===== src/rtl/btb_predictor.sv =====
`default_nettype none
// ============================================================================
// Module      : btb_predictor
// Description : Direct-mapped branch target buffer with a 2-bit saturating
//               direction counter per entry and a registered prediction port.
// Revision    : 1.0 - initial release
// ============================================================================
module btb_predictor #(
    parameter int ENTRIES = 16,
    parameter int IDX_W   = $clog2(ENTRIES)
) (
    input  logic        CLK,
    input  logic        RST,
    input  logic        lookup_req,
    input  logic [31:0] lookup_pc,
    input  logic        stall,
    output logic        pred_valid,
    output logic [31:0] pred_pc,
    output logic        pred_hit,
    output logic        predicted_outcome,
    output logic [31:0] pred_target,
    input  logic        update_btb,
    input  logic [31:0] update_pc,
    input  logic        branch_outcome,
    input  logic [31:0] branch_target,
    input  logic        btb_clear,
    output logic [31:0] perf_lookups,
    output logic [31:0] perf_hits
);

    localparam int TAG_W = 30 - IDX_W;

    logic             valid_q  [ENTRIES];
    logic [TAG_W-1:0] tag_q    [ENTRIES];
    logic [31:0]      target_q [ENTRIES];
    logic [1:0]       ctr_q    [ENTRIES];

    logic [IDX_W-1:0] w_lk_idx;
    logic [TAG_W-1:0] w_lk_tag;
    logic             w_lk_hit;
    logic             w_lk_taken;
    logic [IDX_W-1:0] w_up_idx;
    logic [TAG_W-1:0] w_up_tag;
    logic             w_up_hit;

    assign w_lk_idx   = lookup_pc[IDX_W+1:2];
    assign w_lk_tag   = lookup_pc[31:IDX_W+2];
    assign w_lk_hit   = valid_q[w_lk_idx] && (tag_q[w_lk_idx] == w_lk_tag);
    assign w_lk_taken = w_lk_hit && ctr_q[w_lk_idx][1];

    assign w_up_idx   = update_pc[IDX_W+1:2];
    assign w_up_tag   = update_pc[31:IDX_W+2];
    assign w_up_hit   = valid_q[w_up_idx] && (tag_q[w_up_idx] == w_up_tag);

    // Table: reset beats clear, clear beats update. Lookups read the
    // registered state, so a same-cycle update is seen only next cycle.
    always_ff @(posedge CLK) begin
        if (RST) begin
            for (int i = 0; i < ENTRIES; i++) begin
                valid_q[i]  <= 1'b0;
                tag_q[i]    <= '0;
                target_q[i] <= '0;
                ctr_q[i]    <= 2'b01;
            end
        end else if (btb_clear) begin
            for (int i = 0; i < ENTRIES; i++) begin
                valid_q[i] <= 1'b0;
            end
        end else if (update_btb) begin
            if (w_up_hit) begin
                if (branch_outcome) begin
                    if (ctr_q[w_up_idx] != 2'b11) begin
                        ctr_q[w_up_idx] <= ctr_q[w_up_idx] + 2'd1;
                    end
                    target_q[w_up_idx] <= branch_target;
                end else if (ctr_q[w_up_idx] != 2'b00) begin
                    ctr_q[w_up_idx] <= ctr_q[w_up_idx] - 2'd1;
                end
            end else if (branch_outcome) begin
                // Only taken branches earn an entry.
                valid_q[w_up_idx]  <= 1'b1;
                tag_q[w_up_idx]    <= w_up_tag;
                target_q[w_up_idx] <= branch_target;
                ctr_q[w_up_idx]    <= 2'b10;
            end
        end
    end

    logic        pred_valid_q,  pred_valid_d;
    logic [31:0] pred_pc_q,     pred_pc_d;
    logic        pred_hit_q,    pred_hit_d;
    logic        pred_taken_q,  pred_taken_d;
    logic [31:0] pred_target_q, pred_target_d;
    logic [31:0] lookups_q,     lookups_d;
    logic [31:0] hits_q,        hits_d;

    always_comb begin
        pred_valid_d  = pred_valid_q;
        pred_pc_d     = pred_pc_q;
        pred_hit_d    = pred_hit_q;
        pred_taken_d  = pred_taken_q;
        pred_target_d = pred_target_q;
        lookups_d     = lookups_q;
        hits_d        = hits_q;
        if (!stall) begin
            if (lookup_req) begin
                pred_valid_d  = 1'b1;
                pred_pc_d     = lookup_pc;
                pred_hit_d    = w_lk_hit;
                pred_taken_d  = w_lk_taken;
                pred_target_d = w_lk_taken ? target_q[w_lk_idx] : lookup_pc + 32'd4;
                lookups_d     = lookups_q + 32'd1;
                hits_d        = hits_q + {31'd0, w_lk_hit};
            end else begin
                pred_valid_d  = 1'b0;
            end
        end
    end

    always_ff @(posedge CLK) begin
        if (RST) begin
            pred_valid_q  <= 1'b0;
            pred_pc_q     <= '0;
            pred_hit_q    <= 1'b0;
            pred_taken_q  <= 1'b0;
            pred_target_q <= '0;
            lookups_q     <= '0;
            hits_q        <= '0;
        end else begin
            pred_valid_q  <= pred_valid_d;
            pred_pc_q     <= pred_pc_d;
            pred_hit_q    <= pred_hit_d;
            pred_taken_q  <= pred_taken_d;
            pred_target_q <= pred_target_d;
            lookups_q     <= lookups_d;
            hits_q        <= hits_d;
        end
    end

    assign pred_valid        = pred_valid_q;
    assign pred_pc           = pred_pc_q;
    assign pred_hit          = pred_hit_q;
    assign predicted_outcome = pred_taken_q;
    assign pred_target       = pred_target_q;
    assign perf_lookups      = lookups_q;
    assign perf_hits         = hits_q;

endmodule
`default_nettype wire


===== config.mk =====
export PLATFORM = sky130hd
export DESIGN_NAME = btb_predictor
export DESIGN_NICKNAME = d
export VERILOG_FILES = /design/src/rtl/btb_predictor.sv
export SDC_FILE = /design/constraint.sdc
export NUM_CORES = 2
export LEC_CHECK = 0
export CAP_MARGIN = 40
export CORE_MARGIN = 3
export CORE_UTILIZATION = 30
export CTS_CLUSTER_DIAMETER = 200
export DETAILED_ROUTE_END_ITERATION = 7
export PLACE_DENSITY_LB_ADDON = 0.2
export SLEW_MARGIN = 20
export SYNTH_ARGS = -nofsm -noshare
export SYNTH_HDL_FRONTEND = slang
export SYNTH_SLANG_ARGS = --single-unit

===== constraint.sdc =====
create_clock -name CLK -period 8.69 [get_ports CLK]
set_clock_uncertainty 0.05 [all_clocks]
set_input_delay 1.738 -clock CLK [delete_from_list [all_inputs] [get_ports CLK]]
set_output_delay 1.738 -clock CLK [all_outputs]
set_load 0.1 [all_outputs]

* Word-level counts from Yosys, hierarchy flattened *
Memory sizes are Yosys's and may differ from the RTL's.
Index checks and enable logic that the tools add are counted.

storage, ports and cells
  register bits = 131
  bits in writable memories = 976
  input port bits = 103
  output and inout port bits = 131
  memories = 4

operators by class
  $add $sub $neg = 5
  equal/unequal tests = 3
  muxes and demuxes = 63
  bitwise gates (word level) = 20
  reductions and logical operators = 9

memories
  memory    depth  bits a word  read ports  clocked after memory_dff  wr ports  RTL line  source
  target_q  16     32           1           0                         16        35        logic [31:0] target_q [ENTRIES];
  tag_q     16     26           2           0                         16        34        logic [TAG_W-1:0] tag_q [ENTRIES];
  ctr_q     16     2            2           0                         16        36        logic [1:0] ctr_q [ENTRIES];
  valid_q   16     1            2           0                         16        33        logic valid_q [ENTRIES];

operators with widths
  kind                     count
  $mux W32                 3
  $eq A26 B26 Y1           2
  $mux W1                  52
  $add A32 B1 Y32          1
  $add A32 B1 Y32 const B  1
  $add A32 B3 Y32 const B  1
  $reduce_or A32 Y1        1
  $mux W26                 1
  $reduce_or A26 Y1        1
  $or A1 B1 Y1             19
  $mux W4                  4
  $mux W2                  3
  $logic_and A1 B1 Y1      3
  $add A2 B1 Y2 const B    1
  $ne A2 B2 Y1 const B     1
  $reduce_and A2 Y1        1
  $reduce_bool A2 Y1       1
  $reduce_or A2 Y1         1
  $sub A2 B1 Y2 const B    1
  $not A1 Y1               1
  $reduce_or A1 Y1         1

* Longest topological paths before layout *
An unclocked memory read counts as a cell.

  depth in word-level cells = 13
  depth in mapped cells = 21

* Worst setup path after synthesis *
OpenSTA, ideal clock, no wires.

  path kind = in2reg
  start point = input lookup_pc[4]
  end point = register hits_q[26] (netlist: perf_hits[26])
  library setup time = 0.067 ns
  arrival = 5.954 ns
  path slack = 2.620 ns
  stages = 19
  path buffers = 2
  cell sequence = clkbuf_1 -> clkbuf_1 -> mux4_2 -> mux4_2 -> xnor2_1 -> and3_1 -> nand3_1 -> nor4b_1 -> nand3_1 -> nor3_1 -> ha_1 -> ha_1 -> and3_1 -> and2_1 -> nand2_1 -> nor4_1 -> nand4_1 -> xor2_1 -> nor2_1

on the way
  longest elaborated chain between the ends = 4
  elaborated cells on any way between the ends = 5
  those cells by class = add/sub (1); eq/ne (1); reduce/logical (1); memory (2)

RTL lines
  what                   RTL line  source
  from (decl)            15        input logic [31:0] lookup_pc,
  $mem_v2 Z16 W26        --
  $eq A26 B26 Y1         48        assign w_lk_hit = valid_q[w_lk_idx] && (tag_q[w_lk_idx] == w_lk_tag);
  $logic_and A1 B1 Y1 *  48
  net w_lk_hit           40        logic w_lk_hit;
  $add A32 B1 Y32 *      113       hits_d = hits_q + {31'd0, w_lk_hit};
  to (signal assigned)   136       hits_q <= hits_d;
  to (decl)              95        logic [31:0] hits_q, hits_d;

Mark *: on every way through the listed nets, which the timed path passes. The rest lies on a longest branch.
A chain may end at the register's enable or synchronous reset.

* Worst setup path after layout *
  start point = input lookup_pc[2]
  end point = register hits_q[26] (netlist: perf_hits[26])

The elaborated chain is that of the path after synthesis.

==> results.md <==
* GRT busiest layer: met2
* Leakage power total at 25.2 nW
* Post-synthesis adder-cell area fraction at 0.0893%
* GR Util met2 at 35.3%
* Total Wirelength at 212000 um
* Final Hold Slack at 0.403 ns
* Synth-to-layout area growth at 22.1%
* Bufs on Longest Clock Path at 3
* CTS H-tree lvls at 4
* Xor/xnor share of the synthesized area at 1.98%
* Final Instance Area at 68400 um2
* CTS resizes at 0
* Vias per cell at 5.41
* RSZ-0062 raised after global routing: no
* # Post-CTS Setup Buffers at 0
* Complex-gate fraction of the synthesized area at 3.32%
* Core Rows at 158
* Final hold violations at 0
* Slowest-stage cell, CP: nor3_1
* Core Util, Final at 36.9%
* Family with the most delay on the worst path: simple AND/OR/NAND/NOR gates
* Die W at 438 um
* Share of cells above drive strength 1 at 21.0%
* Clock root buffer: clkbuf_16
* Layout Nets at 4497
* Fin Setup TNS at 0 ns
* Leading cell type in the layout, fill and taps excluded: edfxtp_1
* Required time worst endpoint at 9.31 ns
* Detailed placer's ending HPWL at 134000 um
* Largest net degree at the start of global routing at 180
* Met1 global-route usage at 29.1%
* IO Port Bufs at 231
* First-pass GRT wire length at 298000 um
* EDFF count, synth at 960
* Fin crit period at 6.61 ns
* Gr ovfl total at 0
* Net Count, Synth at 4254
* Status: complete, no violations
* CP endpoint kind: flop
* Max stage delay on crit path at 0.73 ns
* Sequential share of the synthesized area at 56.7%
* CTS tree: yes
* Post-Synthesis Cells at 4147
* WL per Instance at 30.3 um
* Antenna violations before repair at 38
* Area post-placement at 64000 um2
* Max Clock Freq at 151 MHz
* Worst Hold Class: reg -> reg
* Post-Syn Area at 56000 um2
* Pwr Density at 193 nW/um2
* Initial Util at 30.2%
* Die H at 438 um
* Multiplexer area fraction after synthesis at 17.0%
* Reg clk slew, reported paths at 0.06 ns
* Die area at 192000 um2
* DRT antenna net count at 0
* Gr usage total at 21.8%
* Global Route met3 Usage at 3.59%
* Final Cycle Share at 76.1%
* VDD IR-drop max at 0.207 mV
* DRT iter0 DRCs at 4351
* Post-synth cell types at 71
* Setup violations, final at 0
* CTS Buf Count at 132
* Avg Inst Size Synth at 13.5 um2
* Largest family of logic cells by synthesized area: simple AND/OR/NAND/NOR gates
* Max-cap violations at 0
* DRC Markers at 0
* Post-synth ARST share at 0%
* Vias in the first global route at 38100
* Synth Flop Type: edfxtp_1
* CP Class: in -> reg
* Slew @ Worst Pin at 0.986 ns
* Placeable Area at 186000 um2
* Top-level port count at 234
* Buffers & Inverters on Critical Path at 3
* Slew Viols, Final at 0
* Yosys Warn Count at 0
* Arr. time, crit path at 7.23 ns
* GPL Wtd Cong at 0.909
* Vias at 37800
* Headroom to the max-slew limit at 34.1%
* Synth Area in Simple Gates at 17.1%
* Crit path cell chain: buf_8, buf_4, mux4_2, a22oi_1, a21o_1, and3_1, nand3_1, nor4b_1, nand3_1, nor3_1, ha_1, ha_1, and3_1, and2_1, nand2_1, nor4_1, buf_4, nand4_1, xor2_1, nor2_1
* Clock sinks at 1107
* Register bit total from synthesis at 1107
* Hold buffer count at cts at 0
* Most frequent cells in the layout: 960 x edfxtp_1, 525 x and2_1, 439 x and3_1, 340 x mux4_2, 223 x clkdlybuf4s50_1
* FF-to-FF setup slack at 3.42 ns
* Startpoint Class: input port
* First-pass iteration count of the detailed router at 5
* CP Max Fanout at 59
* Worst skew pair latency at 0.79 ns
-- per-layer routing --
layer | wire [um] | vias to the layer above | share of wire (%)
li1 | - | 16200 | -
met1 | 88300 | 19700 | 42
met2 | 102000 | 1635 | 48
met3 | 14400 | 310 | 6.8
met4 | 7780 | 8 | 3.7
met5 | 49 | - | 0.023
-- power breakdown --
| part | total (mW) | switching, mW | leakage (nW) | internal (mW) |
|---|---|---|---|---|
| combinational | 1.57 | 0.961 | 12.8 | 0.610 |
| sequential | 6.12 | 0.104 | 10.3 | 6.02 |
| clock | 5.52 | 2.37 | 2.06 | 3.15 |
| total | 13.2 | 3.43 | 25.2 | 9.78 |
-- state kept, by name (all words and copies together) (netlist names) --
name and count:
pred_valid 1, perf_hits 32, tag_q 416, predicted_outcome 1
valid_q 16, pred_pc 32, target_q 512, ctr_q 32
perf_lookups 32, pred_target 32, pred_hit 1
-- area by class of cell --
cell class	instances	area, um2
Clock buffer	178	3600
Timing Repair Buffer	529	6880
Fill cell	17500	117000
Clock inverter	57	636
Antenna cell	19	47.5
Sequential cell	1107	31800
Inverter	33	126
Multi-Input combinational cell	2587	22300
Tap cell	2480	3100
-- cells in the mapped netlist (all sizes together), types with 27 or more instances --
library cell    n  share of area [%]
a21o           33               0.44
a21oi          72               0.64
and2          526                5.9
and3          441                4.9
buf           138                1.7
clkbuf        282                1.9
dfxtp         147                5.3
edfxtp        960                 51
inv            32               0.21
mux2           35               0.70
mux2i         148                2.6
mux4          340                 14
nand2         179                1.2
nand3         112                1.0
nand3b         41               0.55
nor2          125               0.84
nor3           49               0.44
nor4           30               0.37
o21ai          28               0.25
o22ai          27               0.30
or2            40               0.45
xnor2          66                1.0
xor2           61               0.95
-- stage by stage --
stage	setup slack, ns	instances	power, mW
floorplan	2.62	4147	7.07
global placement	1.30	6578	7.69
detailed placement	1.30	6729	7.79
CTS	2.16	6964	13.3
global route	1.76	6981	13.6
finish	2.08	6990	13.2
-- path summary, 6_finish.rpt --
path         cells after the start                       from                         end
max reg2reg                     18  tag_q[9][4]$_SDFFCE_PN0P_  perf_hits[26]$_SDFFE_PP0P_
max                             20               lookup_pc[2]  perf_hits[26]$_SDFFE_PP0P_
min reg2reg                      2   pred_pc[30]$_SDFFE_PP0P_    pred_pc[30]$_SDFFE_PP0P_
min                              2   pred_pc[30]$_SDFFE_PP0P_    pred_pc[30]$_SDFFE_PP0P_
-- logic make-up after synthesis --
| logic type | Yosys count |
|---|---|
| flip-flops | 1107 |
| AND/OR/NAND/NOR | 1658 |
| XOR/XNOR | 127 |
| multiplexers | 523 |
| AO/OA/AOI/OAI | 275 |
| buffers and inverters | 453 |
| adder cells (fa/ha/maj) | 4 |
-- worst register-to-register path, stage by stage (launching register included) --
cell      delay (ns)
edfxtp_1        0.41
mux4_2          0.48
mux4_2          0.59
xnor2_1         0.25
and3_1          0.18
nand3_1         0.07
nor4b_1         0.38
nand3_1         0.16
nor3_1          0.73
ha_1            0.35
ha_1            0.18
and3_1          0.19
and2_1          0.19
nand2_1         0.11
nor4_1          0.29
buf_4           0.20
nand4_1         0.11
xor2_1          0.17
nor2_1          0.07
Note: power is estimated with default switching activity, not from simulation.
